===== src/rtl/mac_dot_sequencer.sv =====
// Command-driven unsigned MAC sequencer: one dot product of programmable length per start,
// valid/ready operand stream in, result plus sticky carry-out held on a result handshake.
module mac_dot_sequencer #(
  parameter int M     = 8,
  parameter int N     = 8,
  parameter int LEN_W = 8
) (
  input  logic             clk,
  input  logic             rst,
  input  logic             start,
  input  logic [LEN_W-1:0] len,
  input  logic             abort,
  output logic             busy,
  input  logic             in_valid,
  output logic             in_ready,
  input  logic [M-1:0]     a_in,
  input  logic [N-1:0]     b_in,
  output logic             res_valid,
  input  logic             res_ready,
  output logic [M+N-1:0]   result,
  output logic             cout,
  output logic [LEN_W-1:0] count
);

  localparam int W = M + N;

  typedef enum logic [1:0] {
    IDLE = 2'd0,
    ACC  = 2'd1,
    DONE = 2'd2
  } state_t;

  state_t           state_q, state_d;
  logic [W-1:0]     acc_q, acc_d;
  logic             cout_q, cout_d;
  logic [LEN_W-1:0] count_q, count_d;

  logic [W-1:0]     prod;
  logic [W:0]       sum;
  logic             beat;

  // Product is full width; only the running sum can wrap, and its carry feeds cout.
  assign prod = W'(a_in) * W'(b_in);
  assign sum  = {1'b0, acc_q} + {1'b0, prod};

  // Handshake outputs depend on state alone, never on in_valid.
  assign busy      = (state_q != IDLE);
  assign in_ready  = (state_q == ACC);
  assign res_valid = (state_q == DONE);
  assign result    = acc_q;
  assign cout      = cout_q;
  assign count     = count_q;

  assign beat = in_valid && in_ready;

  always_comb begin
    state_d = state_q;
    acc_d   = acc_q;
    cout_d  = cout_q;
    count_d = count_q;
    unique case (state_q)
      IDLE: begin
        if (start) begin
          acc_d   = '0;
          cout_d  = 1'b0;
          count_d = len;
          state_d = (len != '0) ? ACC : DONE;
        end
      end
      ACC: begin
        if (abort) begin
          state_d = IDLE;
        end else if (beat) begin
          acc_d   = sum[W-1:0];
          cout_d  = cout_q | sum[W];
          count_d = count_q - LEN_W'(1);
          if (count_q == LEN_W'(1)) begin
            state_d = DONE;
          end
        end
      end
      DONE: begin
        if (abort || res_ready) begin
          state_d = IDLE;
        end
      end
      default: state_d = IDLE;
    endcase
  end

  always_ff @(posedge clk or posedge rst) begin
    if (rst) begin
      state_q <= IDLE;
      acc_q   <= '0;
      cout_q  <= 1'b0;
      count_q <= '0;
    end else begin
      state_q <= state_d;
      acc_q   <= acc_d;
      cout_q  <= cout_d;
      count_q <= count_d;
    end
  end

endmodule


===== config.mk =====
export PLATFORM = sky130hd
export DESIGN_NAME = mac_dot_sequencer
export DESIGN_NICKNAME = d
export VERILOG_FILES = /design/src/rtl/mac_dot_sequencer.sv
export SDC_FILE = /design/constraint.sdc
export NUM_CORES = 1
export LEC_CHECK = 0
export BUFFER_PORTS_ARGS = -buffer_cell sky130_fd_sc_hd__buf_4
export CORE_ASPECT_RATIO = 0.8
export CORE_MARGIN = 1
export CORE_UTILIZATION = 45
export CTS_BUF_LIST = sky130_fd_sc_hd__clkbuf_8 sky130_fd_sc_hd__clkbuf_16
export DETAILED_ROUTE_END_ITERATION = 7
export PLACE_DENSITY_LB_ADDON = 0.3
export SETUP_SLACK_MARGIN = 0.4
export SYNTH_ARGS = -nofsm -noshare
export SYNTH_HDL_FRONTEND = slang
export SYNTH_SLANG_ARGS = --single-unit
export TNS_END_PERCENT = 30

===== constraint.sdc =====
create_clock -name clk -period 4.07 [get_ports clk]
set_clock_uncertainty 0.05 [all_clocks]
set_input_delay 0.2035 -clock clk [delete_from_list [all_inputs] [get_ports clk]]
set_output_delay 0.2035 -clock clk [all_outputs]
set_load 0.02 [all_outputs]

# Word-level counts from Yosys, hierarchy flattened
# Cells that the tools add are included.
# totals
register_bits	27
input_bits	30
output_inout_bits	28
wordCells	44
# classes
addsub	2
mul	1
eq_ne	9
n_mux	19
n_bitwise	1
reduce_logical	8
# op_table
cell	n
$mux 16	3
$pmux 16 s2	1
$mux 8	3
$add 16x16->17	1
$mul 8x8->16	1
$pmux 8 s2	1
$mux 2	6
$eq 8x1->1 const B	1
$reduce_and 4->1	2
$reduce_bool 8->1	1
$sub 8x1->8 const B	1
$ne 3x2->1 const B	2
$pmux 2 s3	1
$ne 2x1->1 const B	2
$ne 2x2->1 const B	2
$reduce_bool 2->1	2
$mux 1	3
$eq 2x1->1 const B	1
$eq 2x2->1 const B	1
$logic_not 2->1	1
$pmux 1 s2	1
$logic_and 1x1->1	1
$logic_or 1x1->1	1
$or 1x1->1	1

# Longest topological paths before layout
# Gate-level depths: netlist (run 1).
# logic_depth
word_depth	6
ltp_mapped	17
mapped_depth_nobuf	15

# Least setup slack after synthesis (run 1)
# Ideal clock, no wire load.
# synth_path
kind	reg-to-reg
from	register acc_q[7] (netlist: result[7])
to	register acc_q[14] (netlist: result[14])
setup_ns	0.122
arrival_time_ns	4.134
required_time_ns	3.898
path_slack_ns	-0.236
stages_incl_launch_ff	15
n_path_buf	0
period_less_slack_ns	4.306
path_cell_list	dfrtp_1 > inv_1 > fa_1 > inv_1 > fa_1 > fa_1 > inv_1 > fa_1 > inv_1 > ha_1 > a21oi_1 > and2_2 > a211oi_1 > or4_1 > a32o_1
# synth_via
elab_chain_cells	4
# synth_lines
item	line_no	source
start, declared	34	logic [W-1:0] acc_q, acc_d;
start signal, assigned	94	acc_q <= '0;
start signal, assigned	99	acc_q <= acc_d;
$add 16x16->17	44	assign sum = {1'b0, acc_q} + {1'b0, prod};
$mux 16	73	end else if (beat) begin
$mux 16	71	if (abort) begin
$pmux 16 s2	61	unique case (state_q)
# Every way passes these cells. The select of a mux whose other input is x is not followed.
# A chain may end at the register's enable or synchronous reset.

# Final worst setup path (run 1)
# layout_path
from	register acc_q[7] (netlist: result[7])
to	register acc_q[12] (netlist: result[12])
# The elaborated chain is that of the path after synthesis.

==> out/metrics.cfg, run 1 <==
[run_status]
status=complete, no violations

[power_and_ir_drop]
powerDensity_nw_per_um2=709
ir_drop_v=0.000385
cellLeakagePower_nw=2.53

[clock_tree]
cts_tree=built
clkLatencyLatePin_ns=0.28
cts_made_buffers=3
clockRootBuffer=clkbuf_8
clk_path_buf_depth=2
htree_levels=1
clkTransAtPathRegs_ns=0.10
clock_sinks=27

[timing]
slew_headroom=0.117
setup_ws_ns=0.0275
tns_ns=0
setup_viol=0
rsz0062_at_grt=yes
final_hold_viol_count=0
worst_pin_slew_ns=1.33
finalCritPeriodShare=0.993
max_clock_freq_ghz=0.247
maxSlewViolCount=0
post-route-min-period_ns=4.04

[synth]
synth_top_family_by_area=adder cells
yosys.area_share.simple=0.183
synth_edf_count=0
synthMuxAreaShare=0
avgSynthCellArea_sq_um=8.55
yosysTopAreaCellShare=0.262
yosysSeqAreaShare=0.174
synth_ff_type=dfrtp_1
ys_ff_latch=27
syn_nets=574
yosysUniqueCellTypes=52
synth-xor-area-share=0.0113
synth_compound_area_frac=0.134
synth_area_sq_um=3890
yosys-top-cells-area=fa_1, dfrtp_1, ha_1
yosysTopAreaCell=fa_1
synthArstFlopShare=1.00
synth_cells=455
yosysWarnings=0
synth-adder-area-share=0.385

[worst_setup_path]
crit_type=flop to flop
reg2reg_depth=14
start_kind=flop
worstPathCellList=inv_2 -> fa_1 -> inv_1 -> fa_1 -> fa_1 -> inv_1 -> fa_1 -> inv_2 -> ha_4 -> nand2_4 -> or3b_4 -> and2_4 -> o2111a_1 -> a221o_1
cp_common_cell=fa_1
endpoint_kind=flop
path_buf_inv=4
critPathTopFamily=adder cells
arrival_ns=4.16
rrSetupSlack_ns=0.03
r2r-end=result[12]
critical_path.max_fanout=4
cpPeakStageDelay_ns=0.51
worst-endpoint-required_ns=4.19
r2r-start=result[7]
slowest_stage=fa_1

[detailed_routing]
wl_um=9470
via_per_inst=5.19
first_iter_violations=207
drc_errors=0
via_count=3397
wl_per_cell_um=14.5
drt-pass1-iter-count=4
postRouteAntennaNets=0

[layout]
fin_util=0.602
final_cell_mix=inv_1, buf_4, fa_1
fin_cells=655
drive_gt1_frac=0.247
antenna_cells=0
final_common_cell=inv_1
finalNetCount=667
area_growth_pct=26.3

[die]
start_util=0.477
dieArea_sq_um=9030
core_sq_um=8160
die_h_um=85.2
num_rows=29
io_pins=58
die_w_um=106

[global_route]
overflow=0
grt_pass1_wl_um=16700
antenna_found_initial=0
track_usage=0.230
grt_pass1_vias=3566
grt_max_degree=28

[placed_design]
place_inst=646
hpwl_um=7970
post-place-ws_ns=-0.254
portBuffers=57
place.gp.congestion=0.889

[flow_run]
maxCapViolations=0

[min_path]
hp-class=primary input to asynchronous set/reset pin

## repair_timing
item                                    in CTS  in global routing
endpoints found under the setup margin      10                 11
pin swaps                                    4                 10
hold buffers                                 0                  0
resized for setup                            4                 11
setup buffers                                3                  2
## routing by layer
layer,wire length (um),global-route usage,vias to the layer above
li1,-,-,1628
met1,4250,0.318,1659
met2,4580,0.394,94
met3,488,0.0292,16
met4,150,0.0417,0
met5,0,0,-
## synth_stat cells (all sizes together), types with 2 or more instances
cell and count:
fa 51, o211ai 3, and2 39, dfrtp 27, o22ai 4, nor3b 2
o2111a 2, nor2 18, a21oi 22, a32o 2, nand2 48, o21a 3
or3 2, a211oi 3, clkbuf 11, nor3 3, nand2b 3, a21o 6
or4 2, a221o 2, a32oi 2, xnor2 2, ha 38, a31oi 2
nand3 11, nor2b 2, o21ai 17, o31ai 2, nand3b 2, a22o 2
xor2 3, inv 105, nor4 2
## stage by stage
stage,cell area [sq um],total power (W),hold WS [ns]
after floorplan,3980,0.00224,0.206
after global placement,4760,0.00305,0.433
after detailed placement,4760,0.00312,0.438
after CTS,4830,0.00335,0.141
after global routing,4910,0.00386,0.138
final,4910,0.00349,0.136
## worst register-to-register path, delay by kind of cell (launching register included)
family                     cells  cell delay (ns)
AOI/OAI and AO/OA              2             0.48
and+or+nand+nor                3             0.60
buffers and inverters          4             0.19
adders and majority gates      5             2.23
DFF                            1             0.37
## flip-flops by register name, summed over array words and instances (netlist names)
register and flops:
count 8, state_q 2, result 16, cout 1
## cell families after synthesis
| logic type | count (synthesis) |
|---|---|
| buffers and inverters | 117 |
| AO/OA/AOI/OAI | 79 |
| XOR/XNOR | 5 |
| AND/OR/NAND/NOR | 138 |
| adder cells (fa/ha/maj) | 89 |
| flip-flops | 27 |
## power breakdown
group          switching (W)  internal (W)
Combinational        0.00151       0.00137
Sequential         0.0000927      0.000352
Clock              0.0000875     0.0000688
## cell type report
cell class / count / area (sq um)
Fill cell: 733 / 3250
Clock inverter: 1 / 5.00
Tap cell: 108 / 135
Sequential cell: 27 / 678
Clock buffer: 3 / 41.3
Multi-Input combinational cell: 311 / 2910
Inverter: 105 / 394
Timing Repair Buffer: 100 / 754
## how the worst max path moves through the flow
stage / start / end / slack, ns / cells after the start
after global routing: result[6] / result[10] / -0.12 / 14
after CTS: result[6] / result[12] / 0.009 / 14
after global placement: a_in[2] / result[14] / -0.16 / 14
final: result[7] / result[12] / 0.03 / 14
after detailed placement: a_in[1] / result[14] / -0.25 / 14
after floorplan: result[7] / result[12] / 0.06 / 14
(Power assumes the default switching activity.)
==> run 2: changes to the inputs <==
- CORE_UTILIZATION: 45 -> 35
- CTS_CLUSTER_DIAMETER: not set -> 200
- PLACE_DENSITY_LB_ADDON: 0.3 -> 0.2
==> out/metrics.cfg, run 2 (synthesized netlist as in run 1, its figures left out) <==
[detailed_routing]
first_iter_violations=161  ; was 207
via_per_inst=4.76  ; was 5.19
drt-pass1-iter-count=5  ; was 4
postRouteAntennaNets=0  ; unchanged
wl_um=9840  ; was 9470 um
via_count=3302  ; was 3397
wl_per_cell_um=14.2  ; was 14.5 um
drc_errors=0  ; unchanged

[worst_setup_path]
crit_type=flop to flop  ; unchanged
arrival_ns=4.18  ; was 4.16 ns
worst-endpoint-required_ns=4.17  ; was 4.19 ns
endpoint_kind=flop  ; unchanged
critical_path.max_fanout=4  ; unchanged
start_kind=flop  ; unchanged

[global_route]
overflow=0  ; unchanged
grt_pass1_wl_um=16500  ; was 16700 um
track_usage=0.181  ; was 0.230
antenna_found_initial=0  ; unchanged
grt_pass1_vias=3294  ; was 3566
grt_max_degree=28  ; unchanged

[die]
core_sq_um=10800  ; was 8160 sq um
num_rows=34  ; was 29
io_pins=58  ; unchanged
start_util=0.359  ; was 0.477
die_h_um=96.3  ; was 85.2 um
dieArea_sq_um=11500  ; was 9030 sq um
die_w_um=120  ; was 106 um

[flow_run]
maxCapViolations=0  ; unchanged

[layout]
fin_area_sq_um=5020  ; was 4910 sq um
final_common_cell=buf_4  ; was inv_1
finalNetCount=670  ; was 667
fin_cells=694  ; was 655
largest_register_ff_count=16  ; unchanged
final_cell_mix=buf_4, inv_1, fa_1  ; was inv_1, buf_4, fa_1
nFillCells=1094  ; was 733
multi_input_area_sq_um=2900  ; was 2910 sq um
antenna_cells=0  ; unchanged
drive_gt1_frac=0.258  ; was 0.247
area_growth_pct=28.9  ; was 26.3%
ff_latch_area_sq_um=678  ; unchanged

[timing]
max_clock_freq_ghz=0.245  ; was 0.247 GHz
setup_viol=2  ; was 0
slew_headroom=0.247  ; was 0.117
maxSlewViolCount=0  ; unchanged
worst_pin_slew_ns=1.13  ; was 1.33 ns
post-route-min-period_ns=4.08  ; was 4.04 ns
finalCritPeriodShare=1.00  ; was 0.993
rsz0062_at_grt=yes  ; unchanged
setup_ws_ns=-0.00864  ; was 0.0275 ns
final_hold_viol_count=0  ; unchanged

[power_and_ir_drop]
ir_drop_v=0.000300  ; was 0.000385 V
cellLeakagePower_nw=2.56  ; was 2.53 nW
powerDensity_nw_per_um2=724  ; was 709 nW/um^2

[placed_design]
post-place-ws_ns=-0.253  ; was -0.254 ns
hpwl_um=8200  ; was 7970 um
place.gp.congestion=0.832  ; was 0.889
portBuffers=57  ; unchanged
dpl_cell_area_sq_um=4820  ; was 4760 sq um
place_inst=684  ; was 646

[clock_tree]
clockRootBuffer=clkbuf_16  ; was clkbuf_8
cts_tree=built  ; unchanged
cts_made_buffers=3  ; unchanged
clk_path_buf_depth=2  ; unchanged
clock_sinks=27  ; unchanged
clkTransAtPathRegs_ns=0.07  ; was 0.10 ns
htree_levels=1  ; unchanged
clkLatencyLatePin_ns=0.26  ; was 0.28 ns
hold_buffers=0  ; unchanged

[run_status]
violations=negative setup slack
status=finished with violations  ; was complete, no violations

[min_path]
hp-class=primary input to flop  ; was primary input to asynchronous set/reset pin

-- run 2: changes by cell type in the layout (fill, tap and decap cells not counted), moves of 2 or more --
cell       change
a21oi_2        +3
clkbuf_8       -3
clkbuf_16      +3
inv_2          +2
buf_4          +2
inv_1          -2
a21oi_4        -2
-- run 2: path summary, 6_finish.rpt --
path / from / slack (ns) / endpoint / depth (start not counted)
setup / recovery: result[6] / -0.009 / result[12] / 14
min in group asynchronous: rst / 0.18 / count[0] / 2
hold reg to reg: cout / 0.48 / cout / 2
hold / removal: len[0] / 0.16 / count[0] / 3
setup reg to reg: result[6] / -0.009 / result[12] / 14
max in group asynchronous: rst / 3.04 / result[6] / 2
-- run 2: per-stage QoR --
step / utilization / power [W] / setup TNS (ns) / hold WS [ns]
5_1_grt: 0.463 / 0.00404 / -0.458 / 0.165
3_5_place_dp: 0.444 / 0.00319 / -0.889 / 0.439
3_3_place_gp: 0.444 / 0.00318 / -0.787 / 0.436
4_1_cts: 0.456 / 0.00349 / -0.0174 / 0.160
2_1_floorplan: - / 0.00224 / 0 / 0.206
6_report: 0.463 / 0.00363 / -0.0144 / 0.163
-- run 2: routing by layer --
layer  global-route usage  vias to the layer above  routed length (um)
met4               0.0104                        0                  29
met5                    0                        -                   0
met2                0.298                       62                4650
li1                     -                     1643                   -
met3               0.0255                        4                 344
met1                0.264                     1593                4810
-- run 2: cell type report --
class                   count  area share
clock buffers               3      0.0150
well taps                 144      0.0359
multi-input cells         311       0.578
flip-flops and latches     27       0.135
inverters                 105      0.0786
repair buffers            103       0.156
clock inverters             1     0.00150
-- run 2: repair_timing --
action / CTS / global route
setup endpoints to repair: 10 / 11
setup buffers: 4 / 2
pin swaps: 13 / 14
resized for setup: 4 / 14
-- run 2: worst max-delay path: stages (launching register included) --
cell and delay [ns]:
dfrtp_2 0.36, inv_2 0.05, fa_1 0.47, inv_1 0.05, fa_1 0.49, inv_2 0.04
fa_1 0.47, fa_1 0.52, inv_2 0.05, ha_4 0.27, nand2_4 0.05, or3b_4 0.39
and2_4 0.19, o2111a_1 0.23, a221o_1 0.27
-- run 2: report_power, final --
part	leakage [nW]	internal [W]	switching, W
Clock	0.0371	0.000134	0.000101
Sequential	0.343	0.000352	0.0000921
Combinational	2.18	0.00145	0.00151
Total	2.56	0.00193	0.00170
==> run 3: changes to the inputs <==
- ABC_AREA: not set -> 1
==> out/metrics.cfg, run 3 <==
[synth]
yosysTopAreaCellShare=0.253  ; was 0.262
yosysUniqueCellTypes=37  ; was 52
synth_ff_type=dfrtp_1  ; unchanged
synth_edf_count=0  ; unchanged
avgSynthCellArea_sq_um=7.28  ; was 8.55 sq um
synth_common_cells=inv_1, nand2_1, fa_1  ; was inv_1, fa_1, nand2_1
synth_area_sq_um=4030  ; was 3890 sq um
yosysWarnings=0  ; unchanged
syn_nets=673  ; was 574
synthArstFlopShare=1.00  ; unchanged
synth_cells=554  ; was 455
ys_ff_latch=27  ; unchanged
synth_most_common_cell=inv_1  ; unchanged
yosysTopAreaCell=fa_1  ; unchanged
yosysSeqAreaShare=0.168  ; was 0.174
yosys-top-cells-area=fa_1, dfrtp_1, inv_1  ; was fa_1, dfrtp_1, ha_1

[worst_setup_path]
slowest_stage=fa_1  ; unchanged
cpPeakStageDelay_ns=0.49  ; was 0.52 ns
cp-startpoint=result[7]  ; was result[6]
critPathTopFamily=adder cells  ; unchanged
endpoint=result[10]  ; was result[12]
cp.depth=15  ; was 14
reg2reg_depth=15  ; was 14
start_kind=flop  ; unchanged
critical_path.max_fanout=5  ; was 4
worstPathCellList=inv_2 -> fa_1 -> inv_1 -> fa_1 -> fa_1 -> inv_1 -> fa_1 -> inv_2 -> ha_4 -> a21oi_4 -> nor2_1 -> nor2_1 -> nand2_2 -> o21ai_1 -> nand2_1  ; was inv_2 -> fa_1 -> inv_1 -> fa_1 -> inv_2 -> fa_1 -> fa_1 -> inv_2 -> ha_4 -> nand2_4 -> or3b_4 -> and2_4 -> o2111a_1 -> a221o_1
crit_type=flop to flop  ; unchanged
path_buf_inv=4  ; unchanged
rrSetupSlack_ns=0.46  ; was -0.009 ns
endpoint_kind=flop  ; unchanged
worst-endpoint-required_ns=4.17  ; about the same
cp_common_cell=fa_1  ; unchanged
arrival_ns=3.72  ; was 4.18 ns
r2r-end=result[10]  ; was result[12]
r2r-start=result[7]  ; was result[6]

[timing]
setup_ws_ns=0.455  ; was -0.00864 ns
maxSlewViolCount=0  ; unchanged
rsz0062_at_grt=yes  ; unchanged
worst_pin_slew_ns=0.419  ; was 1.13 ns
tns_ns=0  ; was -0.0144 ns
slew_headroom=0.718  ; was 0.247
post-route-min-period_ns=3.61  ; was 4.08 ns
setup_viol=0  ; was 2
max_clock_freq_ghz=0.277  ; was 0.245 GHz
final_hold_viol_count=0  ; unchanged
finalCritPeriodShare=0.888  ; was 1.00

[detailed_routing]
wl_per_cell_um=12.7  ; was 14.2 um
first_iter_violations=125  ; was 161
drc_errors=0  ; unchanged
via_per_inst=4.62  ; was 4.76
wl_um=9540  ; was 9840 um
drt-pass1-iter-count=5  ; unchanged
postRouteAntennaNets=0  ; unchanged
via_count=3482  ; was 3302

[power_and_ir_drop]
powerDensity_nw_per_um2=797  ; was 724 nW/um^2
ir_drop_v=0.000420  ; was 0.000300 V
cellLeakagePower_nw=2.91  ; was 2.56 nW
power_w=0.00401  ; was 0.00363 W

[layout]
largest_register_ff_count=16  ; unchanged
fin_util=0.455  ; was 0.463
finalNetCount=729  ; was 670
area_growth_pct=24.7  ; was 28.9%
final_common_cell=inv_1  ; was buf_4
drive_gt1_frac=0.236  ; was 0.258
antenna_cells=0  ; unchanged
final_cell_mix=inv_1, nand2_1, buf_4  ; was buf_4, inv_1, fa_1

[global_route]
grt_pass1_vias=3242  ; was 3294
overflow=0  ; unchanged
track_usage=0.164  ; was 0.181
antenna_found_initial=0  ; unchanged
grt_max_degree=28  ; unchanged
grt_pass1_wl_um=15400  ; was 16500 um

[run_status]
status=complete, no violations  ; was finished with violations

[die]
start_util=0.365  ; was 0.359
die_w_um=122  ; was 120 um
dieArea_sq_um=12000  ; was 11500 sq um
core_sq_um=11100  ; was 10800 sq um
num_rows=34  ; unchanged
die_h_um=98.0  ; was 96.3 um
io_pins=58  ; unchanged

[min_path]
hp-class=primary input to flop  ; unchanged

[clock_tree]
cts_made_buffers=3  ; unchanged
clkLatencyLatePin_ns=0.27  ; was 0.26 ns
clockRootBuffer=clkbuf_16  ; unchanged
cts_tree=built  ; unchanged
clk_path_buf_depth=2  ; unchanged
clkTransAtPathRegs_ns=0.07  ; about the same
clock_sinks=27  ; unchanged
htree_levels=1  ; unchanged

[placed_design]
hpwl_um=7950  ; was 8200 um
post-place-ws_ns=0.122  ; was -0.253 ns
place.gp.congestion=0.838  ; was 0.832
portBuffers=57  ; unchanged

[flow_run]
maxCapViolations=0  ; unchanged

run 3: cell type report:
type	instances	area (sq um)
Fill cell	1154	6030
Multi-Input combinational cell	343	2930
Sequential cell	27	678
Inverter	165	621
Timing Repair Buffer	70	547
Tap cell	144	180
Clock buffer	3	75.1
Clock inverter	1	3.75
run 3: worst min-delay path, cell delays in order:
cell	delay [ns]
buf_4	0.09
a211oi_1	0.05
a21oi_1	0.10
run 3: worst min path at each step:
| stage | startpoint | endpoint | slack (ns) | cells after the start |
|---|---|---|---|---|
| floorplan | rst | count[0] | 0.21 | 1 |
| global placement | rst | result[14] | 0.26 | 3 |
| detailed placement | rst | result[14] | 0.26 | 3 |
| CTS | len[2] | count[2] | 0.17 | 3 |
| global route | len[2] | count[2] | 0.18 | 3 |
| finish | len[2] | count[2] | 0.17 | 3 |
run 3: repair_timing:
item,in CTS,in global routing
setup endpoints to repair,8,9
hold buffers,1,0
pin swaps,20,39
cloned,0,0
buffers inserted,6,5
resized for setup,14,47
endpoints found under the hold margin,27,0
run 3: power breakdown:
part / internal [W] / switching (W) / total (W)
Combinational: 0.00139 / 0.00191 / 0.00329
Clock: 0.000132 / 0.0000994 / 0.000231
Sequential: 0.000380 / 0.000103 / 0.000482
Total: 0.00190 / 0.00211 / 0.00401
run 3: kinds of logic (layout without fill, tap and decap cells):
family / Yosys count / after routing / share of synthesized area
AND/OR/NAND/NOR: 188 / 188 / 0.192
buffers and inverters: 184 / 239 / 0.176
adder cells (fa/ha/maj): 89 / 89 / 0.371
AO/OA/AOI/OAI: 62 / 62 / 0.0847
flip-flops: 27 / 27 / 0.168
XOR/XNOR: 3 / 3 / 0.00652
multiplexers: 1 / 1 / 0.00248
run 3: metrics by stage:
stage                     hold WS (ns)  area, sq um  cells
after floorplan                  0.206         4180    554
after global placement           0.257         4650    737
after detailed placement         0.260         4650    737
after CTS                        0.166         4840    748
after global routing             0.177         5030    753
final                            0.170         5030    753
run 3: layer usage:
layer  track usage  share of wire  up-vias
li1              -              -     1731
met1         0.252           0.49     1669
met2         0.249           0.45       80
met3        0.0275          0.056        2
met4       0.00855         0.0018        0
met5             0              0        -
